[src/rtl/pdm_pkg.sv]
// Shared types and defaults for the pdm block family.
// Holds the fader state encoding and the default duty/prescale widths.
package pdm_pkg;

    localparam int PDM_DUTY_BITS_DEFAULT     = 8;
    localparam int PDM_PRESCALE_BITS_DEFAULT = 16;

    typedef enum logic [1:0] {
        IDLE = 2'd0,
        UP   = 2'd1,
        DOWN = 2'd2
    } pdm_fader_state_t;

endpackage

[src/rtl/pdm_fader_if.sv]
// Firmware-facing control/status bundle of pdm_fader.
// The breathe input exists only when PDM_FADER_BREATHE_EN is defined.
interface pdm_fader_if #(
    parameter int DUTY_BITS     = 8,
    parameter int PRESCALE_BITS = 16
);

    logic                     en;
    logic                     load;
    logic [DUTY_BITS-1:0]     target;
    logic [DUTY_BITS-1:0]     step;
    logic [PRESCALE_BITS-1:0] period;
    logic [DUTY_BITS-1:0]     duty;
    logic                     busy;
    logic                     done;
`ifdef PDM_FADER_BREATHE_EN
    logic                     breathe;

    modport master (
        output en, load, target, step, period, breathe,
        input  duty, busy, done
    );

    modport slave (
        input  en, load, target, step, period, breathe,
        output duty, busy, done
    );
`else
    modport master (
        output en, load, target, step, period,
        input  duty, busy, done
    );

    modport slave (
        input  en, load, target, step, period,
        output duty, busy, done
    );
`endif

endinterface

[src/rtl/pdm_prescaler.sv]
// Step-period counter: emits a tick every period+1 enabled cycles.
// clear forces the count back to zero (load accepted, or fader idle).
module pdm_prescaler #(
    parameter int PRESCALE_BITS = 16
) (
    input  logic                     clk,
    input  logic                     rst,
    input  logic                     i_en,
    input  logic                     i_clear,
    input  logic [PRESCALE_BITS-1:0] i_period,
    output logic                     o_tick
);

    logic [PRESCALE_BITS-1:0] r_count;
    logic                     w_hit;

    assign w_hit  = (r_count == i_period);
    assign o_tick = i_en & ~i_clear & w_hit;

    always_ff @(posedge clk or posedge rst) begin
        // NOTE: sequential state uses non-blocking assignments so every register samples pre-edge values.
        if (rst) begin
            r_count <= '0;
        end else if (i_en) begin
            if (i_clear || w_hit) begin
                r_count <= '0;
            end else begin
                r_count <= r_count + 1'b1;
            end
        end
    end

endmodule

[src/rtl/pdm_fader.sv]
// pdm_fader: ramps the pdm duty input linearly toward a firmware target, one step per tick.
// Define PDM_FADER_BREATHE_EN to add the breathe input (continuous up/down cycling).
module pdm_fader
    import pdm_pkg::*;
#(
    parameter int DUTY_BITS     = PDM_DUTY_BITS_DEFAULT,
    parameter int PRESCALE_BITS = PDM_PRESCALE_BITS_DEFAULT
) (
    input  logic       clk,
    input  logic       rst,
    pdm_fader_if.slave bus
);

    pdm_fader_state_t         r_state;
    logic [DUTY_BITS-1:0]     r_duty;
    logic [DUTY_BITS-1:0]     r_target;
    logic [DUTY_BITS-1:0]     r_step;
    logic [DUTY_BITS-1:0]     r_goal;
    logic [PRESCALE_BITS-1:0] r_period;
    logic                     r_busy;
    logic                     r_done;

    logic                     w_load;
    logic                     w_clear;
    logic                     w_tick;
    logic                     w_breathe;
    logic                     w_arrive;
    logic [DUTY_BITS-1:0]     w_step_eff;
    logic [DUTY_BITS-1:0]     w_next_duty;
    logic [DUTY_BITS:0]       w_gap;

`ifdef PDM_FADER_BREATHE_EN
    assign w_breathe = bus.breathe;
`else
    assign w_breathe = 1'b0;
`endif

    assign w_load     = bus.en & bus.load;
    assign w_clear    = w_load | (r_state == IDLE);
    assign w_step_eff = (r_step == '0) ? DUTY_BITS'(1) : r_step;

    pdm_prescaler #(
        .PRESCALE_BITS (PRESCALE_BITS)
    ) u_prescaler (
        .clk      (clk),
        .rst      (rst),
        .i_en     (bus.en),
        .i_clear  (w_clear),
        .i_period (r_period),
        .o_tick   (w_tick)
    );

    // Distance to the current endpoint is taken one bit wider, so the
    // "close enough" test can never be fooled by wrap-around.
    always_comb begin
        // NOTE: defaults first so every path assigns every output; a missing branch would infer a latch.
        w_gap       = '0;
        w_next_duty = r_duty;
        case (r_state)
            UP: begin
                w_gap       = {1'b0, r_goal} - {1'b0, r_duty};
                w_next_duty = r_duty + w_step_eff;
            end
            DOWN: begin
                w_gap       = {1'b0, r_duty} - {1'b0, r_goal};
                w_next_duty = r_duty - w_step_eff;
            end
            default: ;
        endcase
    end

    assign w_arrive = (w_gap <= {1'b0, w_step_eff});

    always_ff @(posedge clk or posedge rst) begin
        if (rst) begin
            r_state  <= IDLE;
            r_duty   <= '0;
            r_target <= '0;
            r_step   <= '0;
            r_goal   <= '0;
            r_period <= '0;
            r_busy   <= 1'b0;
            r_done   <= 1'b0;
        end else if (bus.en) begin
            r_done <= 1'b0;
            if (w_load) begin
                r_target <= bus.target;
                r_step   <= bus.step;
                r_period <= bus.period;
                r_goal   <= bus.target;
                if (bus.target > r_duty) begin
                    r_state <= UP;
                    r_busy  <= 1'b1;
                end else if (bus.target < r_duty) begin
                    r_state <= DOWN;
                    r_busy  <= 1'b1;
                end else begin
                    r_state <= IDLE;
                    r_busy  <= 1'b0;
                    r_done  <= 1'b1;
                end
            end else if (w_tick && r_state != IDLE) begin
                if (!w_arrive) begin
                    r_duty <= w_next_duty;
                end else begin
                    r_duty <= r_goal;
                    // Breathing turns each endpoint around instead of finishing.
                    if (w_breathe && r_state == UP) begin
                        r_state <= DOWN;
                        r_goal  <= '0;
                    end else if (w_breathe && r_state == DOWN && r_target != '0) begin
                        r_state <= UP;
                        r_goal  <= r_target;
                    end else begin
                        r_state <= IDLE;
                        r_busy  <= 1'b0;
                        r_done  <= 1'b1;
                    end
                end
            end
        end else begin
            r_done <= 1'b0;
        end
    end

    assign bus.duty = r_duty;
    assign bus.busy = r_busy;
    assign bus.done = r_done;

endmodule
[src/flat_wrapper.sv]
// flat-port wrapper written by rule: the top's interface ports become plain ports
module pdm_fader_flat import pdm_pkg::*;
#(
    parameter int DUTY_BITS     = PDM_DUTY_BITS_DEFAULT,
    parameter int PRESCALE_BITS = PDM_PRESCALE_BITS_DEFAULT
)
  (clk, rst, bus_en, bus_load, bus_target, bus_step, bus_period, bus_duty, bus_busy, bus_done);
  pdm_fader_if #(.DUTY_BITS(DUTY_BITS), .PRESCALE_BITS(PRESCALE_BITS)) bus_i ();
  input  logic clk;
  input  logic rst;
  input wire logic [$bits(bus_i.en)-1:0] bus_en;
  input wire logic [$bits(bus_i.load)-1:0] bus_load;
  input wire logic [$bits(bus_i.target)-1:0] bus_target;
  input wire logic [$bits(bus_i.step)-1:0] bus_step;
  input wire logic [$bits(bus_i.period)-1:0] bus_period;
  output wire logic [$bits(bus_i.duty)-1:0] bus_duty;
  output wire logic [$bits(bus_i.busy)-1:0] bus_busy;
  output wire logic [$bits(bus_i.done)-1:0] bus_done;
  assign bus_i.en = bus_en;
  assign bus_i.load = bus_load;
  assign bus_i.target = bus_target;
  assign bus_i.step = bus_step;
  assign bus_i.period = bus_period;
  assign bus_duty = bus_i.duty;
  assign bus_busy = bus_i.busy;
  assign bus_done = bus_i.done;
  pdm_fader #(.DUTY_BITS(DUTY_BITS), .PRESCALE_BITS(PRESCALE_BITS)) u_core (.clk(clk), .rst(rst), .bus(bus_i));
endmodule
[config.mk]
export PLATFORM = sky130hd
export DESIGN_NAME = pdm_fader_flat
export DESIGN_NICKNAME = d
export VERILOG_FILES = /design/src/rtl/pdm_pkg.sv /design/src/rtl/pdm_fader_if.sv /design/src/rtl/pdm_prescaler.sv /design/src/rtl/pdm_fader.sv /design/src/flat_wrapper.sv
export SDC_FILE = /design/constraint.sdc
export NUM_CORES = 1
export LEC_CHECK = 0
export ABC_AREA = 1
export CAP_MARGIN = 25
export CORE_MARGIN = 8
export CORE_UTILIZATION = 35
export DETAILED_ROUTE_END_ITERATION = 16
export PLACE_DENSITY = 0.6
export SLEW_MARGIN = 20
export SYNTH_ARGS = -nofsm -noshare
export SYNTH_HDL_FRONTEND = slang
export SYNTH_SLANG_ARGS = --single-unit
[constraint.sdc]
create_clock -name clk -period 3.9 [get_ports clk]
set_clock_uncertainty 0.15 [all_clocks]
set_input_delay 0.78 -clock clk [delete_from_list [all_inputs] [get_ports clk]]
set_output_delay 0.78 -clock clk [all_outputs]
set_load 0.02 [all_outputs]
==> results of run 1 <==
state kept, by name, summed over array words and instances, names as in the netlist:
name and flops:
u_core.r_period 16, u_core.u_prescaler.r_count 16, u_core.bus.duty 8, u_core.r_goal 8, u_core.r_step 8, u_core.r_state 2, u_core.bus.busy 1, u_core.bus.done 1
synth_stat cells, drive strengths merged, types with 2 or more instances:
| cell type | number | area (um2) |
|---|---|---|
| nor3b | 2 | 15.0 |
| buf | 8 | 55.1 |
| ha | 44 | 551 |
| a21oi | 44 | 228 |
| a31oi | 2 | 12.5 |
| nor2 | 41 | 169 |
| xor2 | 25 | 219 |
| nor3 | 4 | 20.0 |
| nand3 | 30 | 155 |
| clkbuf | 8 | 30.0 |
| dfrtp | 60 | 1500 |
| fa | 3 | 60.1 |
| a211oi | 3 | 22.5 |
| o21bai | 2 | 18.8 |
| xnor2 | 13 | 114 |
| inv | 69 | 259 |
| o21ai | 43 | 215 |
| nand4 | 11 | 68.8 |
| nand2 | 185 | 714 |
worst min-delay path: stages, from the launching register on:
cell and delay, ps:
dfrtp_1 340, nand2_1 50, nand2_1 50
worst max-delay path by stage:
stage / end / slack (ps) / cells past startpoint
after detailed placement: u_core.bus.duty[5]$_DFFE_PP0P_ / 230 / 24
after CTS: u_core.bus.duty[5]$_DFFE_PP0P_ / 220 / 24
after floorplan: u_core.bus.duty[6]$_DFFE_PP0P_ / 650 / 27
after global routing: u_core.bus.duty[5]$_DFFE_PP0P_ / 30 / 24
final: u_core.bus.duty[5]$_DFFE_PP0P_ / 420 / 25
after global placement: u_core.bus.duty[5]$_DFFE_PP0P_ / 310 / 24
through the flow:
step           area [um2]  worst slack (ps)  power [mW]
4_1_cts              5500               217        2.64
2_1_floorplan        4490               653        1.50
3_5_place_dp         5180               235        1.75
3_3_place_gp         5180               306        1.74
6_report             5540               417        2.68
5_1_grt              5540              27.0        2.88
metal layers:
layer | global-route usage [%] | up-vias
li1 | - | 2062
met1 | 17.9 | 1887
met2 | 26.3 | 99
met3 | 3.53 | 19
met4 | 4.63 | 0
met5 | 0 | -
final cells by class:
cell class / instances / share of cell area [%]
Sequential cell: 60 / 27.2
Timing Repair Buffer: 61 / 10.5
Clock buffer: 11 / 4.56
Clock inverter: 4 / 1.31
Inverter: 70 / 4.74
Multi-Input combinational cell: 460 / 47.8
Tap cell: 172 / 3.89
cell families after synthesis:
kind of cell | Yosys count | share of synthesized area (%)
and+or+nand+nor | 277 | 26.1
buffers and inverters | 86 | 7.74
xor gates and xnor gates | 38 | 7.41
AOI/OAI and AO/OA | 98 | 11.7
DFF | 60 | 33.4
adders and majority gates | 47 | 13.6
where the power goes:
part	internal, mW	total [mW]	switching (mW)
Combinational	0.414	1.05	0.633
Clock	0.589	0.876	0.287
Sequential	0.693	0.757	0.0647
repair_timing:
item | in CTS | in global routing
setup endpoints to repair | 0 | 12
buffers inserted | 0 | 4
gates resized for setup | 0 | 3
==> metrics.cfg, run 1 <==
[hold_path]
worst_hold_path.endpoint = u_core.bus.busy$_DFFE_PP0P_
hp-start = u_core.bus.busy$_DFFE_PP0P_
hold_path.class = reg2reg
holdPathStages = 2

[logic_synthesis]
yosys_most_used_dff = dfrtp_1
synth-edff-count = 0
yosysSeqAreaShare_pct = 33.4
async_flop_share_pct = 100
ys_seq_elements = 60
yosysUniqueCellTypes = 38
synthesis.nets = 689
synth-warning-count = 0
syn_inst = 606
syn_area_um2 = 4490
avgSynthCellArea_um2 = 7.41

[die]
start_util_pct = 35.7
ios = 46
die-area_um2 = 16700
die_h_um = 129
die_width_um = 129
core_um2 = 12600
row_count = 41

[finish]
multi_input_area_um2 = 2650
regArea_um2 = 1500
layout-drive-gt1-share_pct = 7.21
final_common_cell = nand2_1
area_growth_pct = 23.3
layout.cells.non_filler = 838
final_cell_mix = nand2_1 (181), inv_1 (65), dfrtp_1 (58), clkdlybuf4s50_1 (45), ha_1 (44)
num-fill-cells = 1302
final_core_util_pct = 44.1
final_net_count = 745
antenna_cells = 0

[setup_path]
worst_setup_path_end_kind = flop
rrSetupSlack_ps = 420
cp.buffers_inverters = 3
cp_max_fo = 11
cp_data_required_time_ps = 3970
crit_path_start_kind = flop
reg2reg_from = u_core.bus.duty[0]$_DFFE_PP0P_
reg2reg_depth = 25
worstSetupPathType = reg2reg
cp_slowest_cell = dfrtp_2
cp_common_cell = nand2_1
slowest_delay_ps = 410
worstReg2RegEnd = u_core.bus.duty[5]$_DFFE_PP0P_
crit_arrival_ps = 3550
crit_family = simple AND/OR/NAND/NOR gates
critPathLaunch = u_core.bus.duty[0]$_DFFE_PP0P_

[global_routing]
grt_pass1_vias = 4221
grt_start_max_net_pins = 35
grt_pass1_wl_um = 20100
grt_use_total_pct = 15.1
globalRouteOverflowTotal = 0
antenna_found_initial = 0

[routing]
routed.top_layer = met4
dr_total_vias = 4067
route.met2.wl_um = 5820
drt_iter0_drc = 231
drc_errors = 0
detail-route-antenna-nets = 0
wl_met3_um = 671
via_per_inst = 4.85
met1_length_um = 5170
totalWireLength_um = 11900
wl_per_cell_um = 14.2
detail_route.first_pass.iterations = 5

[placement]
dp_hpwl_um = 9370
place_congestion = 0.901
io_buffers = 45
place_inst = 819

[clocking]
clk_latency_ps = 330
htreeDepth = 3
cts_tree = done
clock-sinks = 60
cts_buffer_depth = 2
cts_buffers = 9
postCtsHoldBufs = 0
clk_pin_slew_worst_paths_ps = 50
cts_root_buf = clkbuf_16

[sta]
fin_crit_sh_pct = 89.3
finalHoldViolCount = 0
fin_setup_tns_ps = 0
slew_headroom_pct = 60.2
fin_crit_ps = 3480
holdWs_ps = 322
worstMarginPinSlew_ps = 596
max_clock_freq_mhz = 287
rsz0062_at_grt = false
finalSetupViolCount = 0
maxSlewViolCount = 0

[power]
power.leakage_nw = 2.74
power.density_nw_per_um2 = 484
ir_worst_vdd_uv = 251

[status]
status = finished clean

[run]
max-cap-violations = 0

Note: power is estimated with default switching activity, not from simulation.
==> run 2: changes to the inputs <==
--- a/config.mk
+++ b/config.mk
@@ -8,9 +8,9 @@
 export ABC_AREA = 1
 export CAP_MARGIN = 25
 export CORE_MARGIN = 8
-export CORE_UTILIZATION = 35
+export CORE_UTILIZATION = 58
 export DETAILED_ROUTE_END_ITERATION = 16
-export PLACE_DENSITY = 0.6
+export PLACE_DENSITY = 0.87
 export SLEW_MARGIN = 20
 export SYNTH_ARGS = -nofsm -noshare
 export SYNTH_HDL_FRONTEND = slang
==> run 2 against run 1 <==
Net effect: first-iteration DRC count is 37% higher; count of clock-buffer cells in the layout is 2 lower; flip-flop and latch count stayed put; non-clock buffer count is 2 lower; global-route usage is 7.6 points higher; setup slack worse by 160 ps; total power is 5.0% lower; fmax is 4.4% lower; routed wire length is 3.9% higher; critical path type unchanged; largest cell class unchanged; largest power group unchanged.
==> metrics.cfg, run 2 (same netlist as run 1, synthesis figures left out) <==
[status]
status = finished clean  ; unchanged

[setup_path]
reg2reg_depth = 26  ; was 25
cp_max_fo = 9  ; was 11
cp_slowest_cell = dfrtp_1  ; was dfrtp_2
reg2reg_from = u_core.bus.duty[1]$_DFFE_PP0P_  ; was u_core.bus.duty[0]$_DFFE_PP0P_
cp_data_required_time_ps = 4000  ; was 3970 ps
rrSetupSlack_ps = 260  ; was 420 ps
worstReg2RegEnd = u_core.bus.duty[6]$_DFFE_PP0P_  ; was u_core.bus.duty[5]$_DFFE_PP0P_
worstSetupPathType = reg2reg  ; unchanged
cp_common_cell = nand2_1  ; unchanged
worst_setup_path_end_kind = flop  ; unchanged
crit_path_start_kind = flop  ; unchanged
crit_arrival_ps = 3740  ; was 3550 ps
slowest_delay_ps = 530  ; was 410 ps

[global_routing]
antenna_found_initial = 0  ; unchanged
busiest_layer = met2  ; unchanged
grt_use_total_pct = 22.6  ; was 15.1%
globalRouteOverflowTotal = 0  ; unchanged
use_met1_pct = 23.8  ; was 17.9%
grtUsageMet2_pct = 41.2  ; was 26.3%
grt_pass1_vias = 4368  ; was 4221
gr-usage-met3_pct = 4.28  ; was 3.53%
grt_pass1_wl_um = 20300  ; was 20100 um
grt_start_max_net_pins = 35  ; unchanged

[routing]
drc_errors = 0  ; unchanged
totalWireLength_um = 12300  ; was 11900 um
drt_iter0_drc = 316  ; was 231
dr_total_vias = 4291  ; was 4067
wl_per_cell_um = 16.1  ; was 14.2 um
detail-route-antenna-nets = 0  ; unchanged
via_per_inst = 5.59  ; was 4.85
detail_route.first_pass.iterations = 5  ; unchanged

[finish]
finalInstanceArea_um2 = 5360  ; was 5540 um2
final_cell_mix = nand2_1 (180), inv_1 (65), dfrtp_1 (59), clkdlybuf4s50_1 (45), ha_1 (44)  ; was nand2_1 (181), inv_1 (65), dfrtp_1 (58), clkdlybuf4s50_1 (45), ha_1 (44)
final_net_count = 743  ; was 745
antenna_cells = 0  ; unchanged
reg_top3 = u_core.r_period: 16 flops, u_core.u_prescaler.r_count: 16 flops  ; unchanged
area_growth_pct = 19.3  ; was 23.3%
final_common_cell = nand2_1  ; unchanged
layout.cells.non_filler = 767  ; was 838
layout-drive-gt1-share_pct = 7.22  ; was 7.21%

[clocking]
clk_pin_slew_worst_paths_ps = 80  ; was 50 ps
clk_latency_ps = 360  ; was 330 ps
cts_root_buf = clkbuf_8  ; was clkbuf_16
cts_buffer_depth = 2  ; unchanged
cts_tree = done  ; unchanged
cts_buffers = 9  ; unchanged
clock-sinks = 60  ; unchanged
htreeDepth = 3  ; unchanged

[die]
die-area_um2 = 10800  ; was 16700 um2
start_util_pct = 59.1  ; was 35.7%
die_h_um = 104  ; was 129 um
die_width_um = 104  ; was 129 um
row_count = 32  ; was 41
ios = 46  ; unchanged
core_um2 = 7610  ; was 12600 um2

[power]
power.leakage_nw = 2.69  ; was 2.74 nW
p_sw_share_pct = 40.2  ; was 36.8%
p_int_mw = 1.52  ; was 1.70 mW
p_switching_mw = 1.02  ; was 0.985 mW
combPwrFrac_pct = 42.4  ; was 39.1%
ir_worst_vdd_uv = 284  ; was 251 uV
power.density_nw_per_um2 = 475  ; was 484 nW/um2
seqPwrFrac_pct = 29.7  ; was 28.3%
clkPwrFrac_pct = 28.0  ; was 32.7%

[run]
max-cap-violations = 0  ; unchanged

[sta]
slew_headroom_pct = 70.9  ; was 60.2%
max_clock_freq_mhz = 274  ; was 287 MHz
finalSetupViolCount = 0  ; unchanged
holdWs_ps = 327  ; was 322 ps
fin_setup_tns_ps = 0  ; unchanged
worst_slack_ps = 256  ; was 417 ps
fin_crit_sh_pct = 93.4  ; was 89.3%
maxSlewViolCount = 0  ; unchanged
worstMarginPinSlew_ps = 432  ; was 596 ps
fin_crit_ps = 3640  ; was 3480 ps
finalHoldViolCount = 0  ; unchanged

[hold_path]
hold_path.class = reg2reg  ; unchanged
hp-start = u_core.bus.busy$_DFFE_PP0P_  ; unchanged
worst_hold_path.endpoint = u_core.bus.busy$_DFFE_PP0P_  ; unchanged
holdPathStages = 2  ; unchanged

[placement]
io_buffers = 45  ; unchanged
post-place-ws_ps = 67.4  ; was 235 ps
dp_hpwl_um = 9200  ; was 9370 um
post_dp_cell_area_um2 = 5060  ; was 5180 um2
place_inst = 747  ; was 819
place_congestion = 0.997  ; was 0.901

-- run 2: changes by cell type in the layout (fill, tap and decap cells not counted), sizes merged --
cell    delta
buf        -2
bufinv     +1
clkbuf     -2
clkinv     +1
inv        +1
-- run 2: critical path: cells and delay by family (launching register included) --
| kind | cells | cell delay (ps) |
|---|---|---|
| AND/OR/NAND/NOR | 17 | 1390 |
| adder cells (fa/ha/maj) | 2 | 730 |
| flip-flops | 1 | 530 |
| buffers and inverters | 4 | 490 |
| AO/OA/AOI/OAI | 3 | 220 |
-- run 2: how the worst max path moves through the flow --
stage / end / slack [ps] / start
2_1_floorplan: u_core.bus.duty[6]$_DFFE_PP0P_ / 650 / u_core.bus.duty[0]$_DFFE_PP0P_
3_3_place_gp: u_core.bus.duty[5]$_DFFE_PP0P_ / 250 / u_core.bus.duty[0]$_DFFE_PP0P_
3_5_place_dp: u_core.bus.duty[2]$_DFFE_PP0P_ / 70 / u_core.bus.duty[0]$_DFFE_PP0P_
4_1_cts: u_core.bus.duty[2]$_DFFE_PP0P_ / 60 / u_core.bus.duty[0]$_DFFE_PP0P_
5_1_grt: u_core.bus.duty[6]$_DFFE_PP0P_ / -10 / u_core.r_goal[0]$_DFFE_PP0P_
6_report: u_core.bus.duty[6]$_DFFE_PP0P_ / 260 / u_core.bus.duty[1]$_DFFE_PP0P_
-- run 2: power by group through the flow --
| stage | Sequential (mW) | Clock, mW | Combinational (mW) |
|---|---|---|---|
| floorplan | 0.760 | 0 | 0.738 |
| global placement | 0.761 | 0 | 0.955 |
| detailed placement | 0.765 | 0 | 0.986 |
| CTS | 0.754 | 0.711 | 0.994 |
| global route | 0.763 | 0.735 | 1.20 |
| finish | 0.755 | 0.713 | 1.08 |
-- run 2: final cells by class --
cell class / instances / area (um2)
Fill cell: 601 / 2250
Tap cell: 102 / 128
Sequential cell: 60 / 1500
Timing Repair Buffer: 59 / 556
Clock buffer: 9 / 124
Clock inverter: 7 / 124
Multi-Input combinational cell: 460 / 2660
Inverter: 70 / 263
-- run 2: routing by layer --
| metal | vias up | part of all wire, % | routed length (um) |
|---|---|---|---|
| met3 | 44 | 4.6 | 569 |
| met1 | 2033 | 39 | 4790 |
| li1 | 2061 | - | - |
| met4 | 0 | 5.0 | 612 |
| met2 | 153 | 52 | 6360 |
| met5 | - | 0 | 0 |
-- run 2: metrics by stage --
step | power, mW | utilization (%)
after detailed placement | 1.75 | 66.5
final | 2.55 | 70.4
after floorplan | 1.50 | -
after global placement | 1.72 | 66.5
after global routing | 2.70 | 70.4
after CTS | 2.46 | 69.8
-- run 2: timing repair --
action / 4_1_cts / 5_1_grt
hold buffers: 0 / 0
resized for setup: 0 / 5
buffers inserted: 0 / 4
setup endpoints to repair: 0 / 12
